==> src/rtl/rand_seed_csr.sv <==
// rand_seed_csr: entropy seed CSR backend.
//
// Collects a per-hart random bit stream into 16-bit words, queues them in a
// small FIFO and serves them through a seed CSR read with side effect.
// After reset the first WARMUP valid bits are discarded (BIST). A shared
// failure flag forces a sticky DEAD state that only reset clears.
//
// Ports:
//   clk         single clock, rising edge
//   reset       synchronous, active-high
//   rand_valid  random-bit strobe
//   rand_data   random bit, qualified by rand_valid
//   rand_dead   entropy-source failure flag
//   seed_rd     one-cycle CSR read strobe (pops a word when one is queued)
//   seed_rdata  read value: [31:30] OPST, [29:16] zero, [15:0] entropy
//   seed_avail  high while at least one word is queued (OPST == ES16)
//   dbg_state   current OPST state, for observation
//
// Handshake: seed_rd is a single-cycle strobe with no back-pressure; the
// result appears on seed_rdata the cycle after and holds until the next
// seed_rd. rand_valid qualifies rand_data in the same cycle and is never
// stalled; a word that finds the FIFO full (and no pop that cycle) is lost.
module rand_seed_csr #(
  parameter int NWORDS = 4,
  parameter int WARMUP = 32
) (
  input  logic        clk,
  input  logic        reset,
  input  logic        rand_valid,
  input  logic        rand_data,
  input  logic        rand_dead,
  input  logic        seed_rd,
  output logic [31:0] seed_rdata,
  output logic        seed_avail,
  output logic [1:0]  dbg_state
);

  localparam int PW = $clog2(NWORDS);
  localparam int CW = PW + 1;
  localparam int WW = $clog2(WARMUP + 1);
  localparam logic [CW-1:0] FULL_CNT  = CW'(NWORDS);
  localparam logic [WW-1:0] WARM_LAST = WW'(WARMUP - 1);

  typedef enum logic [1:0] {
    ST_BIST = 2'b00,
    ST_WAIT = 2'b01,
    ST_ES16 = 2'b10,
    ST_DEAD = 2'b11
  } state_t;

  state_t          r_state;
  state_t          w_state_nxt;
  logic [WW-1:0]   r_warm;
  logic [14:0]     r_shreg;
  logic [3:0]      r_bitcnt;
  logic [15:0]     r_mem [NWORDS];
  logic [PW-1:0]   r_wptr;
  logic [PW-1:0]   r_rptr;
  logic [CW-1:0]   r_count;
  logic [31:0]     r_rdata;

  logic            w_run;
  logic            w_pop;
  logic            w_word_done;
  logic            w_push;
  logic            w_warm_done;
  logic [CW-1:0]   w_count_nxt;
  logic [15:0]     w_word;

  assign w_run       = (r_state == ST_WAIT) || (r_state == ST_ES16);
  assign w_word      = {r_shreg, rand_data};
  // rand_dead overrides every queue operation in its cycle.
  assign w_pop       = seed_rd && (r_state == ST_ES16) && !rand_dead;
  assign w_word_done = w_run && rand_valid && (r_bitcnt == 4'd15);
  // A same-cycle pop frees a slot, so a full FIFO can still accept the word.
  assign w_push      = w_word_done && !rand_dead && ((r_count != FULL_CNT) || w_pop);
  assign w_warm_done = (r_state == ST_BIST) && rand_valid && (r_warm == WARM_LAST);
  assign w_count_nxt = r_count + CW'(w_push) - CW'(w_pop);

  // Next-state logic; WAIT/ES16 simply track whether the FIFO will be non-empty.
  always_comb begin
    w_state_nxt = r_state;
    case (r_state)
      ST_BIST: if (w_warm_done) w_state_nxt = ST_WAIT;
      ST_WAIT,
      ST_ES16: w_state_nxt = (w_count_nxt != '0) ? ST_ES16 : ST_WAIT;
      ST_DEAD: w_state_nxt = ST_DEAD;
      default: w_state_nxt = ST_BIST;
    endcase
    if (rand_dead) w_state_nxt = ST_DEAD;
  end

  always_ff @(posedge clk) begin
    if (reset) begin
      r_state  <= ST_BIST;
      r_warm   <= '0;
      r_shreg  <= '0;
      r_bitcnt <= '0;
      r_wptr   <= '0;
      r_rptr   <= '0;
      r_count  <= '0;
      r_rdata  <= '0;
    end else begin
      r_state <= w_state_nxt;

      if (seed_rd) begin
        if (rand_dead || (r_state == ST_DEAD))
          r_rdata <= 32'hC000_0000;
        else
          r_rdata <= {r_state, 14'b0, (r_state == ST_ES16) ? r_mem[r_rptr] : 16'h0000};
      end

      if (rand_dead) begin
        r_shreg  <= '0;
        r_bitcnt <= '0;
        r_wptr   <= '0;
        r_rptr   <= '0;
        r_count  <= '0;
      end else begin
        if ((r_state == ST_BIST) && rand_valid)
          r_warm <= r_warm + 1'b1;
        if (w_run && rand_valid) begin
          r_shreg  <= w_word[14:0];
          r_bitcnt <= r_bitcnt + 4'd1;
        end
        if (w_push) r_wptr <= r_wptr + 1'b1;
        if (w_pop)  r_rptr <= r_rptr + 1'b1;
        r_count <= w_count_nxt;
      end
    end
  end

  // Storage needs no reset: pointers and count define what is valid.
  always_ff @(posedge clk) begin
    if (!reset && w_push) r_mem[r_wptr] <= w_word;
  end

  assign seed_rdata = r_rdata;
  assign seed_avail = (r_state == ST_ES16);
  assign dbg_state  = r_state;

endmodule
==> config.mk <==
export PLATFORM = sky130hd
export DESIGN_NAME = rand_seed_csr
export DESIGN_NICKNAME = d
export VERILOG_FILES = /design/src/rtl/rand_seed_csr.sv
export SDC_FILE = /design/constraint.sdc
export NUM_CORES = 1
export LEC_CHECK = 0
export BUFFER_PORTS_ARGS = -buffer_cell sky130_fd_sc_hd__buf_2
export CORE_MARGIN = 2
export CORE_UTILIZATION = 55
export CTS_BUF_LIST = sky130_fd_sc_hd__clkbuf_4 sky130_fd_sc_hd__clkbuf_8
export DETAILED_ROUTE_END_ITERATION = 7
export GPL_ROUTABILITY_DRIVEN = 0
export HOLD_SLACK_MARGIN = 0.1
export PLACE_DENSITY_LB_ADDON = 0.15
export SKIP_CTS_REPAIR_TIMING = 1
export SYNTH_ARGS = -nofsm -noshare
export SYNTH_HDL_FRONTEND = slang
export SYNTH_SLANG_ARGS = --single-unit
==> constraint.sdc <==
create_clock -name clk -period 2.7 [get_ports clk]
set_clock_uncertainty 0.15 [all_clocks]
set_input_delay 0.135 -clock clk [delete_from_list [all_inputs] [get_ports clk]]
set_output_delay 0.135 -clock clk [all_outputs]
set_load 0.1 [all_outputs]
==> impl_metrics.tcl, run 1 <==
set metrics [dict create \
    worst_pin_slew_ns 0.779 \
    synth_area_leader_cell "edfxtp_1" \
    vias 2725 \
    cp_top_family "adder cells" \
    final.min_clock_period_ns 2.80 \
    status "finished with violations" \
    ys.flop_type "edfxtp_1" \
    synth_top_area_frac 0.409 \
    drt_iter0_markers 189 \
    violations "setup timing" \
    dp_hpwl_um 4980 \
    synth_seq_area_share 0.638 \
    r2r_slack_ns -0.10 \
    clkSinkCount 118 \
    slew_headroom 0.479 \
    core_um2 8260 \
    synth_edf_count 64 \
    netlist_area_um2 4700 \
    post-route-period-util 1.04 \
    insertion_delay_ns 0.41 \
    io_pins 41 \
    root_buffer "clkbuf_8" \
    path_cells "inv_4 > ha_4 > nand3_4 > a211oi_4 > inv_2 > ha_4 > inv_2 > ha_4 > inv_2 > fa_2 > nor2b_4 > nand2_1 > o211ai_1 > o311ai_1" \
    setup_violations 2 \
    area_delta_synth_final_pct 17.5 \
    switching_share 0.263 \
    r2r-end "dbg_state[1]$_SDFFE_PP0P_" \
    cts.clk_slew.worst_paths_ns 0.07 \
    cp_num_cells 14 \
    final_nets 430 \
    drive_gt1_frac 0.248 \
    wire_per_inst_um 15.6 \
    die_w_um 96.5 \
    crit_fanout 3 \
    peakVddDrop_mv 0.385 \
    synth_area_leaders "edfxtp_1 (41%), dfxtp_1 (23%), mux4_2 (4.8%), a21oi_1 (3.5%), mux4_1 (3.4%)" \
    maxSlewViolCount 0 \
    leakagePower_nw 1.97 \
    clock.fmax_mhz 357 \
    path_buf_inv 4 \
    cts_buffers 17 \
    yosysMostFrequentCell "edfxtp_1" \
    htreeDepth 4 \
    power_density_nw_per_um2 703 \
    wirelength_um 8270 \
    cp_slowest_cell "fa_2" \
    grt_antenna_before_repair 0 \
    power_frac_comb 0.102 \
    drc 0 \
    path_class "reg -> reg" \
    p_int_w 0.00286 \
    antenna_cells 0 \
    grt_pass1_wl_um 12800 \
    power.switching_w 0.00102 \
    ctsLongestPathBuffers 2 \
    min_to "r_wptr[1]$_SDFFE_PP0P_" \
    rows 33 \
    dr.pass1.iters 5 \
    min_path_cells 6 \
    synth_warnings 0 \
    ys_async_sr_fraction 0 \
    syn_inst 359 \
    max_stage_delay_ns 0.53 \
    power_frac_seq 0.489 \
    initial_core_util 0.570 \
    overflow 0 \
    crit_path_start_kind "flip-flop" \
    finish.utilization 0.669 \
    finalHoldViolCount 0 \
    worstRegToRegCells 14 \
    avgViaCountPerCell 5.15 \
    grt_use_total 0.191 \
    numPortBuffers 26 \
    endpoint_kind "flip-flop" \
    cp.arrival_ns 2.92 \
    min_path_type "in -> reg" \
    r2r_start "dbg_state[0]$_SDFFE_PP0P_" \
    postSynthAreaPerCell_um2 13.1 \
    synth_seq_cells 118 \
    cts_tree "yes" \
    worstPathRequired_ns 2.82 \
    die_h_um 96.5 \
    die_area_um2 9310 \
    dpl_worst_slack_ns -0.0963 \
    holdCritStartpoint "rand_valid" \
    maxCapViolations 0 \
    ys_top_cells_by_count "edfxtp_1 (64), dfxtp_1 (54), nand2_1 (41)" \
    drt.antenna.violating_nets 0 \
    worst_slack_ns -0.103 \
    grt_pass1_vias 2545 \
    grt_max_degree 31 \
    synth.distinct_cells 42 \
    p_clk_frac 0.409 \
    grt_setup_unrepaired "true" \
]
-- placed cells by master (no fill, tap or decap), drive strengths merged, types with 4 or more instances in the layout --
| cell | instances |
|---|---|
| a21oi | 33 |
| dfxtp | 54 |
| edfxtp | 64 |
| ha | 12 |
| clkinv | 4 |
| conb | 14 |
| dlygate4sd3 | 6 |
| nor3 | 4 |
| nor2 | 38 |
| nor2b | 17 |
| xor2 | 7 |
| and2 | 5 |
| mux4 | 16 |
| inv | 12 |
| xnor2 | 4 |
| nand2 | 41 |
| clkbuf | 19 |
| clkinvlp | 4 |
| buf | 45 |
-- through the flow --
stage | area (um2) | TNS (ns) | total power [W] | std cells | hold WS [ns]
finish | 5530 | -0.153 | 0.00389 | 529 | 0.143
CTS | 5430 | -0.267 | 0.00391 | 521 | -0.210
global placement | 5020 | 0 | 0.00232 | 489 | 0.218
global route | 5530 | -0.416 | 0.00402 | 529 | 0.122
floorplan | 4820 | -0.736 | 0.00227 | 372 | 0.0839
detailed placement | 5020 | -0.140 | 0.00232 | 489 | 0.234
-- per-layer routing --
metal | vias up | track usage | wire (um)
li1 | 1343 | - | -
met1 | 1310 | 0.262 | 3850
met2 | 70 | 0.292 | 3950
met3 | 2 | 0.0574 | 438
met4 | 0 | 0.0657 | 25
met5 | - | 0 | 0
-- cells by family (layout without fill, tap and decap cells) --
family / after synthesis / after routing / share of synthesized area
buffers and inverters: 40 / 92 / 0.0500
other: 1 / 14 / 0.000797
AOI/OAI and AO/OA: 40 / 40 / 0.0474
adders and majority gates: 13 / 13 / 0.0362
xor gates and xnor gates: 12 / 12 / 0.0253
DFF: 118 / 118 / 0.638
and+or+nand+nor: 118 / 118 / 0.118
muxes: 17 / 17 / 0.0835
-- flip-flops by register name, summed over array words and instances, names as in the netlist, named ones only --
signal      cells
dbg_state       2
r_bitcnt        4
r_count         3
r_mem          64
r_rptr          2
r_shreg        15
r_warm          6
r_wptr          2
seed_rdata     18
-- power by group through the flow --
stage | clock network (W) | logic (W) | registers (W)
floorplan | 0 | 0.000242 | 0.00202
global placement | 0 | 0.000376 | 0.00194
detailed placement | 0 | 0.000380 | 0.00194
CTS | 0.00162 | 0.000382 | 0.00190
global route | 0.00169 | 0.000422 | 0.00190
finish | 0.00159 | 0.000395 | 0.00190
-- final cells by class --
class	count	area, um2
Sequential cell	118	3010
Fill cell	598	2730
Multi-Input combinational cell	214	1590
Timing Repair Buffer	51	345
Clock buffer	19	262
Clock inverter	13	146
Tap cell	105	131
Inverter	9	36.3
-- worst register-to-register path, stage by stage (launching register included) --
cell,delay (ns)
dfxtp_4,0.36
inv_4,0.05
ha_4,0.28
nand3_4,0.08
a211oi_4,0.25
inv_2,0.08
ha_4,0.22
inv_2,0.06
ha_4,0.12
inv_2,0.03
fa_2,0.53
nor2b_4,0.14
nand2_1,0.05
o211ai_1,0.16
o311ai_1,0.12
-- worst max path at each step --
stage / start / to / slack (ns)
3_5_place_dp: dbg_state[1]$_SDFFE_PP0P_ / dbg_state[1]$_SDFFE_PP0P_ / -0.1
6_report: dbg_state[0]$_SDFFE_PP0P_ / dbg_state[1]$_SDFFE_PP0P_ / -0.10
5_1_grt: dbg_state[0]$_SDFFE_PP0P_ / dbg_state[1]$_SDFFE_PP0P_ / -0.23
4_1_cts: dbg_state[1]$_SDFFE_PP0P_ / dbg_state[1]$_SDFFE_PP0P_ / -0.16
3_3_place_gp: dbg_state[1]$_SDFFE_PP0P_ / dbg_state[1]$_SDFFE_PP0P_ / 0.001
2_1_floorplan: dbg_state[1]$_SDFFE_PP0P_ / dbg_state[1]$_SDFFE_PP0P_ / -0.36
Power figures use the tool's default switching activity.
==> run 2: changes to the inputs <==
--- a/config.mk
+++ b/config.mk
@@ -5,11 +5,11 @@
 export SDC_FILE = /design/constraint.sdc
 export NUM_CORES = 1
 export LEC_CHECK = 0
-export BUFFER_PORTS_ARGS = -buffer_cell sky130_fd_sc_hd__buf_2
 export CORE_MARGIN = 2
-export CORE_UTILIZATION = 55
+export CORE_UTILIZATION = 59
 export CTS_BUF_LIST = sky130_fd_sc_hd__clkbuf_4 sky130_fd_sc_hd__clkbuf_8
 export DETAILED_ROUTE_END_ITERATION = 7
+export DONT_BUFFER_PORTS = 1
 export GPL_ROUTABILITY_DRIVEN = 0
 export HOLD_SLACK_MARGIN = 0.1
 export PLACE_DENSITY_LB_ADDON = 0.15
==> impl_metrics.tcl, run 2 (synthesis gave the netlist of run 1 again) <==
set metrics [dict create \
    clkSinkCount 118 \
    endpoint_kind "flip-flop" \
    grt_use_total 0.207 \
    cts_buffers 17 \
    post-route-period-util 1.05 \
    largest_register "r_mem" \
    die_w_um 93.3 \
    final_common_cell "edfxtp_1" \
    drt.antenna.violating_nets 0 \
    peakVddDrop_mv 0.341 \
    dpl_worst_slack_ns -0.118 \
    root_buffer "clkbuf_8" \
    status "finished with violations" \
    grt_max_degree 31 \
    antenna_cells 0 \
    drc 0 \
    grt_antenna_before_repair 0 \
    final.min_clock_period_ns 2.84 \
    io_pins 41 \
    initial_core_util 0.609 \
    dp_hpwl_um 4980 \
    maxSlewViolCount 0 \
    drive_gt1_frac 0.227 \
    die_area_um2 8700 \
    violations "setup timing" \
    largest_reg_flops 64 \
    final_nets 443 \
    dr.pass1.iters 4 \
    crit_path_start_kind "flip-flop" \
    rows 32 \
    drt_iter0_markers 136 \
    cts.clk_slew.worst_paths_ns 0.07 \
    maxCapViolations 0 \
    die_h_um 93.3 \
    leakagePower_nw 2.03 \
    ctsLongestPathBuffers 2 \
    insertion_delay_ns 0.41 \
    finish.utilization 0.741 \
    crit_fanout 3 \
    core_um2 7730 \
    power_density_nw_per_um2 668 \
    finalHoldViolCount 0 \
    worstPathRequired_ns 2.81 \
    path_class "reg -> reg" \
    clock.fmax_mhz 352 \
    avgViaCountPerCell 5.24 \
    min_path_type "in -> reg" \
    wire_per_inst_um 16.6 \
    htreeDepth 4 \
    mostFrequentLayoutCells "edfxtp_1 (64), dfxtp_1 (52), nand2_1 (41), nor2_1 (37), buf_4 (36)" \
    slew_headroom 0.531 \
    cp.arrival_ns 2.95 \
    dp_cells 477 \
    area_delta_synth_final_pct 21.7 \
    grt_pass1_vias 2607 \
    cts_tree "yes" \
    grt_pass1_wl_um 13200 \
    setup_violations 2 \
    grt_setup_unrepaired "true" \
    worst_slack_ns -0.138 \
    layoutNonFillerInstCount 539 \
    wirelength_um 8940 \
    vias 2825 \
    worst_pin_slew_ns 0.697 \
    overflow 0 \
    finalSetupTns_ns -0.241 \
    numPortBuffers 0 \
]
## run 2: area by class of cell
type / count / area (um2)
Tap cell: 102 / 128
Sequential cell: 118 / 3010
Multi-Input combinational cell: 214 / 1610
Fill cell: 483 / 2000
Clock inverter: 14 / 138
Inverter: 9 / 38.8
Timing Repair Buffer: 64 / 561
Clock buffer: 18 / 241
## run 2: metal layers
layer  track usage  up-vias  part of all wire  wire length [um]
li1              -     1363                 -                 -
met1         0.287     1368              0.44              3920
met2         0.320       89              0.49              4390
met3        0.0580        5             0.066               586
met4        0.0699        0            0.0047                42
met5             0        -                 0                 0
## run 2: power breakdown
group | leakage [nW] | internal (W) | total, W | switching, W
clock | 0.177 | 0.000819 | 0.00151 | 0.000693
combinational | 0.880 | 0.000105 | 0.000411 | 0.000306
sequential | 0.974 | 0.00189 | 0.00190 | 0.0000119
## run 2: path summary, 6_finish.rpt
| kind | startpoint | to | slack, ns | cells after the start |
|---|---|---|---|---|
| max | dbg_state[0]$_SDFFE_PP0P_ | dbg_state[1]$_SDFFE_PP0P_ | -0.14 | 14 |
| min | rand_dead | flip-flop | 0.08 | 4 |
| max reg2reg | dbg_state[0]$_SDFFE_PP0P_ | dbg_state[1]$_SDFFE_PP0P_ | -0.14 | 14 |
| min reg2reg | r_bitcnt[1]$_SDFFE_PP0N_ | r_bitcnt[1]$_SDFFE_PP0N_ | 0.33 | 2 |
## run 2: worst max-delay path, stage by stage, from the launching register on
cell and delay, ns:
dfxtp_4 0.36, inv_4 0.05, ha_4 0.27, nand3_4 0.08
a211oi_4 0.24, inv_2 0.08, ha_4 0.22, inv_2 0.06
ha_4 0.12, inv_2 0.03, fa_2 0.52, nor2b_4 0.14
nand2_1 0.05, o211ai_1 0.19, o311ai_1 0.14
## run 2: stage by stage
| step | total power (W) | instance area (um2) | hold slack, ns |
|---|---|---|---|
| floorplan | 0.00227 | 4820 | 0.0839 |
| global placement | 0.00230 | 5010 | 0.0507 |
| detailed placement | 0.00230 | 5010 | 0.0537 |
| CTS | 0.00379 | 5390 | -0.390 |
| global route | 0.00395 | 5720 | 0.105 |
| finish | 0.00383 | 5720 | 0.0784 |
